===== config.mk =====
export PLATFORM = sky130hd
export DESIGN_NAME = baud_gen_frac_flat
export DESIGN_NICKNAME = d
export VERILOG_FILES = /design/src/rtl/baud_gen_pkg.sv /design/src/rtl/baud_gen_frac_if.sv /design/src/rtl/baud_frac_acc.sv /design/src/rtl/baud_gen_frac.sv /design/src/flat_wrapper.sv
export SDC_FILE = /design/constraint.sdc
export NUM_CORES = 1
export LEC_CHECK = 0
export ABC_CLOCK_PERIOD_IN_PS = 13150
export CAP_MARGIN = 20
export CORE_ASPECT_RATIO = 1.4
export CORE_MARGIN = 2
export CORE_UTILIZATION = 43
export CTS_CLUSTER_DIAMETER = 200
export CTS_CLUSTER_SIZE = 28
export DETAILED_ROUTE_END_ITERATION = 10
export PLACE_DENSITY = 0.61
export SETUP_SLACK_MARGIN = 0.15
export SKIP_CTS_REPAIR_TIMING = 1
export SYNTH_ARGS = -nofsm -noshare
export SYNTH_HDL_FRONTEND = slang
export SYNTH_SLANG_ARGS = --single-unit
export TNS_END_PERCENT = 10

===== constraint.sdc =====
create_clock -name clk_in -period 13.15 [get_ports clk_in]
set_input_delay 1.315 -clock clk_in [delete_from_list [all_inputs] [get_ports clk_in]]
set_output_delay 1.315 -clock clk_in [all_outputs]
set_load 0.1 [all_outputs]

===== src/rtl/baud_gen_pkg.sv =====
// Shared constants for the fractional baud generator: legal minimum period,
// common 12 MHz rate settings and the quadrant encoding of the phase output.
package baud_gen_pkg;

  localparam int MIN_DIV = 4;

  localparam int DIV_DSHOT600   = 20;
  localparam int DIV_DSHOT300   = 40;
  localparam int DIV_DSHOT150   = 80;
  localparam int DIV_UART115200 = 104;
  localparam int FRAC_115200    = 43;  // 104 + 43/256 = 104.17

  localparam logic [1:0] PHASE_Q0 = 2'd0;
  localparam logic [1:0] PHASE_Q1 = 2'd1;
  localparam logic [1:0] PHASE_Q2 = 2'd2;
  localparam logic [1:0] PHASE_Q3 = 2'd3;

  typedef enum logic {
    ST_IDLE = 1'b0,
    ST_RUN  = 1'b1
  } bg_state_e;

endpackage


===== src/rtl/baud_gen_frac_if.sv =====
// Rate configuration port: valid/ready transfer of an integer divisor plus
// fractional numerator; the generator is the slave side.
interface baud_gen_frac_if #(
  parameter int DIV_W  = 24,
  parameter int FRAC_W = 8
);
  import baud_gen_pkg::*;

  logic              cfg_valid;
  logic              cfg_ready;
  logic [DIV_W-1:0]  cfg_div;
  logic [FRAC_W-1:0] cfg_frac;

  modport master (output cfg_valid, output cfg_div, output cfg_frac, input cfg_ready);
  modport slave  (input cfg_valid, input cfg_div, input cfg_frac, output cfg_ready);

endinterface


===== src/rtl/baud_frac_acc.sv =====
// Fractional accumulator: steps by frac on each tick, cleared on apply/idle.
// carry is combinational and describes the period that starts after this edge.
module baud_frac_acc #(
  parameter int FRAC_W = 8
) (
  input  logic              clk_in,
  input  logic              reset,
  input  logic              clear,
  input  logic              step,
  input  logic [FRAC_W-1:0] frac,
  output logic              carry
);
  import baud_gen_pkg::*;

  logic [FRAC_W-1:0] acc;
  logic [FRAC_W-1:0] acc_nxt;
  logic [FRAC_W:0]   sum;

  always_comb begin
    acc_nxt = acc;
    if (clear) begin
      acc_nxt = '0;
    end else if (step) begin
      acc_nxt = acc + frac;
    end
  end

  // When step is set without clear, frac equals the running frac, so one
  // input serves both the update and the look-ahead carry.
  assign sum   = {1'b0, acc_nxt} + {1'b0, frac};
  assign carry = sum[FRAC_W];

  always_ff @(posedge clk_in) begin
    if (reset) begin
      acc <= '0;
    end else begin
      acc <= acc_nxt;
    end
  end

endmodule


===== src/rtl/baud_gen_frac.sv =====
// Fractional-N baud tick generator with half/quarter strobes and on-the-fly rate change.
// Strobes decode registered count/thresholds (zero latency); cfg_ready low while a config is pending.
module baud_gen_frac #(
  parameter int DIV_W        = 24,
  parameter int FRAC_W       = 8,
  parameter int DEFAULT_DIV  = 80,
  parameter int DEFAULT_FRAC = 0,
  parameter int MIN_DIV      = baud_gen_pkg::MIN_DIV
) (
  input  logic           clk_in,
  input  logic           reset,
  input  logic           enable,
  input  logic           align_mid,
  baud_gen_frac_if.slave cfg,
  output logic           cfg_applied,
  output logic           tick,
  output logic           tick_half,
  output logic           tick_quarter,
  output logic [1:0]     phase,
  output logic           active
);
  import baud_gen_pkg::*;

  localparam int CW      = DIV_W + 1;
  localparam int RST_DIV = (DEFAULT_DIV < MIN_DIV) ? MIN_DIV : DEFAULT_DIV;

  bg_state_e         state;
  logic [CW-1:0]     cnt, cnt_p1;
  logic [CW-1:0]     p_thr, h_thr, q_thr, hq_thr;
  logic [CW-1:0]     p_nxt, h_nxt, q_nxt;
  logic [DIV_W-1:0]  act_div, pend_div, cfg_div_c, nxt_div;
  logic [FRAC_W-1:0] act_frac, pend_frac, nxt_frac;
  logic              pend_vld, run, accept, bypass, apply_pend;
  logic              acc_clear, carry, start_period;

  assign run    = (state == ST_RUN);
  assign active = run;
  assign cnt_p1 = cnt + CW'(1);

  assign tick         = run && (cnt_p1 == p_thr);
  assign tick_half    = run && (cnt_p1 == h_thr);
  assign tick_quarter = run && ((cnt_p1 == q_thr) || (cnt_p1 == hq_thr));

  assign cfg.cfg_ready = !pend_vld;
  assign accept        = cfg.cfg_valid && !pend_vld;
  assign bypass        = accept && tick;
  // Leaving RUN is an apply point too, so a pending rate is never stranded.
  assign apply_pend    = pend_vld && (!run || tick || !enable);
  assign cfg_applied   = apply_pend || bypass;
  assign cfg_div_c     = (cfg.cfg_div < DIV_W'(MIN_DIV)) ? DIV_W'(MIN_DIV) : cfg.cfg_div;

  always_comb begin
    nxt_div  = act_div;
    nxt_frac = act_frac;
    if (bypass) begin
      nxt_div  = cfg_div_c;
      nxt_frac = cfg.cfg_frac;
    end else if (apply_pend) begin
      nxt_div  = pend_div;
      nxt_frac = pend_frac;
    end
  end

  always_comb begin
    phase = PHASE_Q0;
    if (run) begin
      if (cnt < q_thr)       phase = PHASE_Q0;
      else if (cnt < h_thr)  phase = PHASE_Q1;
      else if (cnt < hq_thr) phase = PHASE_Q2;
      else                   phase = PHASE_Q3;
    end
  end

  assign acc_clear    = cfg_applied || !run || !enable;
  assign start_period = enable && (!run || tick);
  assign p_nxt        = {1'b0, nxt_div} + CW'(carry);
  assign h_nxt        = p_nxt >> 1;
  assign q_nxt        = p_nxt >> 2;

  baud_frac_acc #(.FRAC_W(FRAC_W)) u_acc (
    .clk_in (clk_in),
    .reset  (reset),
    .clear  (acc_clear),
    .step   (tick),
    .frac   (nxt_frac),
    .carry  (carry)
  );

  always_ff @(posedge clk_in) begin
    if (reset) begin
      state     <= ST_IDLE;
      cnt       <= '0;
      p_thr     <= '0;
      h_thr     <= '0;
      q_thr     <= '0;
      hq_thr    <= '0;
      act_div   <= DIV_W'(RST_DIV);
      act_frac  <= FRAC_W'(DEFAULT_FRAC);
      pend_vld  <= 1'b0;
      pend_div  <= '0;
      pend_frac <= '0;
    end else begin
      if (cfg_applied) begin
        act_div  <= nxt_div;
        act_frac <= nxt_frac;
      end
      if (apply_pend) begin
        pend_vld <= 1'b0;
      end else if (accept && !bypass) begin
        pend_vld  <= 1'b1;
        pend_div  <= cfg_div_c;
        pend_frac <= cfg.cfg_frac;
      end
      if (start_period) begin
        p_thr  <= p_nxt;
        h_thr  <= h_nxt;
        q_thr  <= q_nxt;
        hq_thr <= h_nxt + q_nxt;
      end
      if (!run) begin
        if (enable) begin
          state <= ST_RUN;
          cnt   <= align_mid ? h_nxt : '0;
        end
      end else if (!enable) begin
        state <= ST_IDLE;
        cnt   <= '0;
      end else if (tick) begin
        cnt <= '0;
      end else begin
        cnt <= cnt_p1;
      end
    end
  end

endmodule


===== src/flat_wrapper.sv =====
// flat-port wrapper written by rule: the top's interface ports become plain ports
module baud_gen_frac_flat import baud_gen_pkg::*;
#(
  parameter int DIV_W        = 24,
  parameter int FRAC_W       = 8,
  parameter int DEFAULT_DIV  = 80,
  parameter int DEFAULT_FRAC = 0,
  parameter int MIN_DIV      = baud_gen_pkg::MIN_DIV
)
  (clk_in, reset, enable, align_mid, cfg_applied, tick, tick_half, tick_quarter, phase, active, cfg_cfg_valid, cfg_cfg_div, cfg_cfg_frac, cfg_cfg_ready);
  baud_gen_frac_if #(.DIV_W(DIV_W), .FRAC_W(FRAC_W)) cfg_i ();
  input  logic clk_in;
  input  logic reset;
  input  logic enable;
  input  logic align_mid;
  output logic cfg_applied;
  output logic tick;
  output logic tick_half;
  output logic tick_quarter;
  output logic [1:0] phase;
  output logic active;
  input wire logic [$bits(cfg_i.cfg_valid)-1:0] cfg_cfg_valid;
  input wire logic [$bits(cfg_i.cfg_div)-1:0] cfg_cfg_div;
  input wire logic [$bits(cfg_i.cfg_frac)-1:0] cfg_cfg_frac;
  output wire logic [$bits(cfg_i.cfg_ready)-1:0] cfg_cfg_ready;
  assign cfg_i.cfg_valid = cfg_cfg_valid;
  assign cfg_i.cfg_div = cfg_cfg_div;
  assign cfg_i.cfg_frac = cfg_cfg_frac;
  assign cfg_cfg_ready = cfg_i.cfg_ready;
  baud_gen_frac #(.DIV_W(DIV_W), .FRAC_W(FRAC_W), .DEFAULT_DIV(DEFAULT_DIV), .DEFAULT_FRAC(DEFAULT_FRAC), .MIN_DIV(MIN_DIV)) u_core (.clk_in(clk_in), .reset(reset), .enable(enable), .align_mid(align_mid), .cfg(cfg_i), .cfg_applied(cfg_applied), .tick(tick), .tick_half(tick_half), .tick_quarter(tick_quarter), .phase(phase), .active(active));
endmodule

# After elaboration in Yosys (flattened, before gate mapping)
# Index checks and enable logic that the tools add are counted.
dict set report totals {
  ff_bits 196
  latchBits 0
  ramBits 0
  romBits 0
  input_bits 37
  out_inout_bits 8
  wordCells 64
  mem_count 0
}
dict set report op_classes {
  addsub 5
  n_mul 0
  n_div 0
  magnitude_cmp 4
  eq_ne 4
  shift 0
  muxes 17
  bitwise 1
  n_reduce_logical 21
}
# op n
set ops {}
lappend ops {{2-to-1 mux 25 bit} 4}
lappend ops {{2-to-1 mux 24 bit} 4}
lappend ops {{== test 25 bit} 2}
lappend ops {{2-to-1 mux 8 bit} 4}
lappend ops {{adder 24 x 1 -> 25 bit} 1}
lappend ops {{adder 24 x 23 -> 25 bit} 1}
lappend ops {{adder 25 x 1 -> 25 bit (second input constant)} 1}
lappend ops {{== test 25 x 23 -> 1 bit} 1}
lappend ops {{== test 25 x 24 -> 1 bit} 1}
lappend ops {{< comparator 25 x 23 -> 1 bit} 1}
lappend ops {{< comparator 25 x 24 -> 1 bit} 1}
lappend ops {{< comparator 25 bit} 1}
lappend ops {{< comparator 24 x 3 -> 1 bit (second input constant)} 1}
lappend ops {{adder 8 x 8 -> 9 bit} 1}
lappend ops {{adder 8 bit} 1}
lappend ops {{logical AND 1 bit} 8}
lappend ops {{logical OR 1 bit} 6}
lappend ops {{2-to-1 mux 2 bit} 3}
lappend ops {{logical NOT 1 bit} 4}
lappend ops {{2-to-1 mux 1 bit} 2}
lappend ops {{AND reduction 2 bit} 1}
lappend ops {{nonzero test 2 bit} 1}
lappend ops {{OR reduction 2 bit} 1}
lappend ops {{NOT 1 bit} 1}

# Longest topological paths before layout
dict set report depth {
  word_depth 16
  mapped_depth 50
  ltp_nobuf 46
}

# Cells and area by module
# Synthesis repeated with hierarchy kept, for this count alone.
dict set report unflattened {
  hier_cells 1558
  hier_area_um2 12320.6
}
# mod n_inst cells_each area_per_inst_um2 seq_area_each_um2
set by_module_without_submodules {}
lappend by_module_without_submodules {baud_gen_frac 1 1451 11466.0 2822.7}
lappend by_module_without_submodules {baud_frac_acc 1 107 854.6 160.2}

# Worst setup path before layout
# Ideal clock, no wire load.
dict set report synth_timing {
  path_kind {flip-flop to flip-flop}
  from {register u_core.cnt[1]}
  to {register u_core.hq_thr[19]}
  setup_ns 0.132
  arrival_time_ns 9.684
  required_time_ns 13.018
  setup_slack_ns 3.333
  path_stages_with_launch 49
  path_buffers 4
  synth_period_minus_slack_ns 9.817
  path_cell_list {dfxtp_1 ha_1 and3_1 buf_4 nand4_4 or4_1 mux2i_1 or4_1 or4_1 buf_2 nor3_4 nor2_1 buf_2 inv_1 clkbuf_1 o22ai_1 a21oi_1 ha_1 [13 not listed] ha_1 xor2_1 ha_1 a21o_1 a21oi_1 o21bai_1 a21oi_1 o21bai_1 a21oi_1 o21bai_1 a21oi_1 o21bai_1 a41oi_1 o311ai_2 a31o_1 a211o_1 nand3_1 a21oi_1}
}
dict set report synth_via {
  elab_chain_cells 14
  elab_cells_between_ends 21
  cone_classes {5 x add/sub; 1 x eq/ne; 6 x mux; 9 x reduce/logical}
}
# element line
set synth_rtl {}
lappend synth_rtl {{start: declaration} baud_gen_frac.sv:28} ;# logic [CW-1:0] cnt, cnt_p1;
lappend synth_rtl {{start signal: assignment} baud_gen_frac.sv:123} ;# cnt <= align_mid ? h_nxt : '0;
lappend synth_rtl {{start signal: assignment} baud_gen_frac.sv:131} ;# cnt <= cnt_p1;
lappend synth_rtl {{adder 25 x 1 -> 25 bit (*)} baud_gen_frac.sv:38} ;# assign cnt_p1 = cnt + CW'(1);
lappend synth_rtl {{== test 25 bit (*)} baud_gen_frac.sv:40} ;# assign tick = run && (cnt_p1 == p_thr);
lappend synth_rtl {{logical AND 1 bit (*)} baud_gen_frac.sv:40}
lappend synth_rtl {{logical OR 1 bit (2 in series)} baud_gen_frac.sv:48} ;# assign apply_pend = pend_vld && (!run || tick || !enable);
lappend synth_rtl {{logical AND 1 bit} baud_gen_frac.sv:48}
lappend synth_rtl {{2-to-1 mux 8 bit} baud_gen_frac.sv:58} ;# end else if (apply_pend) begin
lappend synth_rtl {{2-to-1 mux 8 bit (*)} baud_gen_frac.sv:55} ;# if (bypass) begin
lappend synth_rtl {{net u_core.nxt_frac[2]} baud_gen_frac.sv:32} ;# logic [FRAC_W-1:0] act_frac, pend_frac, nxt_frac;
lappend synth_rtl {{adder 8 bit (*)} baud_frac_acc.sv:24} ;# acc_nxt = acc + frac;
lappend synth_rtl {{2-to-1 mux 8 bit (*)} baud_frac_acc.sv:23} ;# end else if (step) begin
lappend synth_rtl {{2-to-1 mux 8 bit (*)} baud_frac_acc.sv:21} ;# if (clear) begin
lappend synth_rtl {{net u_core.u_acc.acc_nxt[7]} baud_frac_acc.sv:16} ;# logic [FRAC_W-1:0] acc_nxt;
lappend synth_rtl {{adder 8 x 8 -> 9 bit (*)} baud_frac_acc.sv:30} ;# assign sum = {1'b0, acc_nxt} + {1'b0, frac};
lappend synth_rtl {{adder 24 x 1 -> 25 bit (*)} baud_gen_frac.sv:76} ;# assign p_nxt = {1'b0, nxt_div} + CW'(carry);
lappend synth_rtl {{net u_core.p_nxt[2]} baud_gen_frac.sv:30} ;# logic [CW-1:0] p_nxt, h_nxt, q_nxt;
lappend synth_rtl {{adder 24 x 23 -> 25 bit (*)} baud_gen_frac.sv:118} ;# hq_thr <= h_nxt + q_nxt;
lappend synth_rtl {{end signal: assignment} baud_gen_frac.sv:118}
lappend synth_rtl {{end: declaration} baud_gen_frac.sv:29} ;# logic [CW-1:0] p_thr, h_thr, q_thr, hq_thr;
# Mark *: on every way through the listed nets, which the timed path passes. The rest lies on a longest branch.
# A chain may end at the register's enable or synchronous reset.

# Final worst setup path
dict set report layout_timing {
  from {register u_core.cnt[4]}
  to {register u_core.hq_thr[19]}
}
# The elaborated chain is that of the path after synthesis.

==> impl_metrics.py <==
metrics = {
    "run_status": {
        "outcome": "finished clean",
    },
    "layout": {
        "multi_input_area_mm2": 0.00865,
        "fillCellCount": 2903,
        "layout-drive-gt1-share": 0.0556,
        "final_cell_mix": "nand2_1, dfxtp_1, a21oi_1",
        "fin_util": 0.478,
        "stdcell_area_mm2": 0.0135,
        "area_growth_pct": 9.78,
        "finalNetCount": 1707,
        "regArea_mm2": 0.00298,
        "final_common_cell": "nand2_1",
        "diodes": 0,
        "fin_cells": 1941,
    },
    "detailed_routing": {
        "routedWlPerCell_um": 19.3,
        "dr.pass1.iters": 5,
        "drc_errors": 0,
        "vias": 11322,
        "ant_nets": 0,
        "viasPerCell": 5.83,
        "drt_iter0_drc": 768,
        "routed_wl_um": 37400,
    },
    "synthesis": {
        "yosys_warnings": 0,
        "async_flop_share": 0,
        "syn_inst": 1581,
        "synth_top_cell_by_area": "dfxtp_1",
        "syn_area_mm2": 0.0123,
        "yosysTopAreaCellShare": 0.242,
        "synth_cell_type_count": 94,
        "yosysSeqAreaShare": 0.242,
        "ys.flop_type": "dfxtp_1",
        "syn-num-nets": 1734,
        "synth-edff-count": 0,
        "ys_seq_elements": 149,
        "syn_area_per_cell_um2": 7.80,
        "synthTopCellsByArea": "dfxtp_1, ha_1, xnor2_1",
    },
    "sta": {
        "relSlewSlack": 0.339,
        "tns_ns": 0,
        "skew_ns": 0.00817,
        "slew_viol_final": 0,
        "hold_violations": 0,
        "setup_violations": 0,
        "fmax_mhz": 88.4,
        "worst_pin_slew_ns": 0.992,
        "setup_ws_ns": 1.83,
        "rsz0062_at_grt": "false",
        "fin_crit_sh": 0.861,
        "whs_ns": 0.448,
        "min_period_ns": 11.32,
    },
    "min_path": {
        "hold_path_startpoint": "u_core.pend_div[7]$_SDFFE_PP0P_",
        "min_path_cells": 2,
        "min_to": "u_core.pend_div[7]$_SDFFE_PP0P_",
        "holdCritPathClass": "reg2reg",
    },
    "clock_tree": {
        "path_clk_slew_ns": 0.06,
        "numCtsBuffers": 17,
        "root_buffer": "clkbuf_16",
        "cts_tree": "built",
        "cts_sinks": 149,
        "cts_max_path_buffers": 2,
        "htreeDepth": 4,
        "insertion_delay_ns": 0.44,
    },
    "global_route": {
        "antenna_found_initial": 0,
        "grt_pass1_vias": 11200,
        "grt_pass1_wl_um": 59800,
        "grt_max_degree": 71,
        "grt_usage": 0.251,
        "grt_overflow": 0,
    },
    "worst_setup_path": {
        "r2r_cells": 43,
        "cp_max_fo": 22,
        "cp-start-kind": "flip-flop",
        "slowest_stage": "or4_1",
        "r2r-start": "u_core.cnt[4]$_SDFFE_PP0P_",
        "worstReg2RegEnd": "u_core.hq_thr[19]$_SDFFE_PP0P_",
        "max_stage_delay_ns": 0.74,
        "reg2reg_slack_ns": 1.83,
        "worstPathRequired_ns": 13.44,
        "setup.worst_path.class": "reg2reg",
        "cp.arrival_ns": 11.60,
        "crit_top_cell": "a21oi_1",
        "crit_path_end_kind": "flip-flop",
    },
    "power_and_ir_drop": {
        "p_leak_nw": 5.35,
        "p_clk_frac": 0.415,
        "irDropWorstVdd_v": 0.000116,
        "p_total_mw": 1.26,
        "power.switching_mw": 0.362,
        "p_int_mw": 0.893,
        "p_per_area_mw_per_mm2": 92.7,
        "p_sw_frac": 0.288,
        "pwr-share-seq": 0.392,
        "power_frac_comb": 0.194,
    },
    "place": {
        "dp_hpwl_um": 28700,
        "portBuffers": 44,
        "place_ws_ns": 1.86,
        "dpl.cell_count": 1910,
        "postPlaceCellArea_mm2": 0.0129,
        "gp_congestion": 1.01,
    },
    "floorplanning": {
        "dieWidth_um": 147,
        "rows": 73,
        "fp.dieArea_mm2": 0.0301,
        "die_h_um": 204,
        "core_mm2": 0.0283,
        "initial_utilization": 0.436,
        "io-pin-count": 45,
    },
    "job": {
        "maxCapViolCount": 0,
    },
}
[cell families after synthesis]
logic type / after synthesis / synth area share
simple gates: 582 / 0.240
compound gates: 391 / 0.217
buf+inv: 178 / 0.0586
xor+xnor: 157 / 0.117
flops: 149 / 0.242
fa+ha+maj: 116 / 0.119
mux: 8 / 0.00659
[registers in the layout, summed over array words and instances, names as in the netlist]
| signal | cells |
|---|---|
| u_core.pend_vld | 1 |
| u_core.u_acc.acc | 8 |
| u_core.act_frac | 8 |
| u_core.pend_div | 24 |
| u_core.pend_frac | 8 |
| u_core.p_thr | 25 |
| u_core.hq_thr | 25 |
| u_core.active | 1 |
| u_core.cnt | 25 |
| u_core.act_div | 24 |
[cells in the mapped netlist, types with 24 or more instances]
cell type and count:
nand2_1 206, dfxtp_1 149, a21oi_1 141, xnor2_1 126, nor2_1 120, ha_1 114
clkbuf_1 77, inv_1 76, nor3_1 44, o21ai_0 38, and2_1 35, a21o_1 30
nand3_1 29, nand4_1 28, a211oi_1 27, xor2_1 25, nor2b_1 24
[critical path, delay by kind of cell, from the launching register on]
family | cells | cell delay, ns
AO/OA/AOI/OAI | 24 | 5.16
buffers and inverters | 1 | 0.14
XOR/XNOR | 4 | 1.05
adder cells (fa/ha/maj) | 5 | 1.39
flip-flops | 1 | 0.71
AND/OR/NAND/NOR | 9 | 2.70
[worst max path at each step]
stage	startpoint	to	slack, ns	cells past startpoint
final	u_core.cnt[4]$_SDFFE_PP0P_	u_core.hq_thr[19]$_SDFFE_PP0P_	1.83	43
after global routing	u_core.cnt[4]$_SDFFE_PP0P_	u_core.hq_thr[19]$_SDFFE_PP0P_	0.92	43
after CTS	u_core.cnt[4]$_SDFFE_PP0P_	u_core.hq_thr[19]$_SDFFE_PP0P_	1.83	41
after detailed placement	u_core.cnt[4]$_SDFFE_PP0P_	u_core.hq_thr[19]$_SDFFE_PP0P_	1.86	41
after global placement	u_core.cnt[4]$_SDFFE_PP0P_	u_core.hq_thr[19]$_SDFFE_PP0P_	2.07	41
after floorplan	u_core.cnt[1]$_SDFFE_PP0P_	u_core.hq_thr[19]$_SDFFE_PP0P_	3.33	48
[layout make-up]
type                            instances  share of cell area
Clock inverter                          8             0.00887
Inverter                               76              0.0211
Multi-Input combinational cell       1254               0.639
Clock buffer                           23              0.0375
Timing Repair Buffer                   56              0.0390
Tap cell                              375              0.0347
Sequential cell                       149               0.220
[layer usage]
metal / global-route usage / part of all wire / vias to the layer above
met4: 0.134 / 0.051 / 0
met1: 0.287 / 0.41 / 5359
met2: 0.452 / 0.50 / 320
li1: - / - / 5550
met5: 0 / 0 / -
met3: 0.0317 / 0.038 / 93
[power by group through the flow]
stage / registers [mW] / logic [mW] / clock network, mW
2_1_floorplan: 0.489 / 0.183 / 0
3_3_place_gp: 0.500 / 0.241 / 0
3_5_place_dp: 0.501 / 0.243 / 0
4_1_cts: 0.491 / 0.244 / 0.530
5_1_grt: 0.493 / 0.269 / 0.547
6_report: 0.492 / 0.243 / 0.520
No activity file was read; power rests on OpenSTA's default activity.
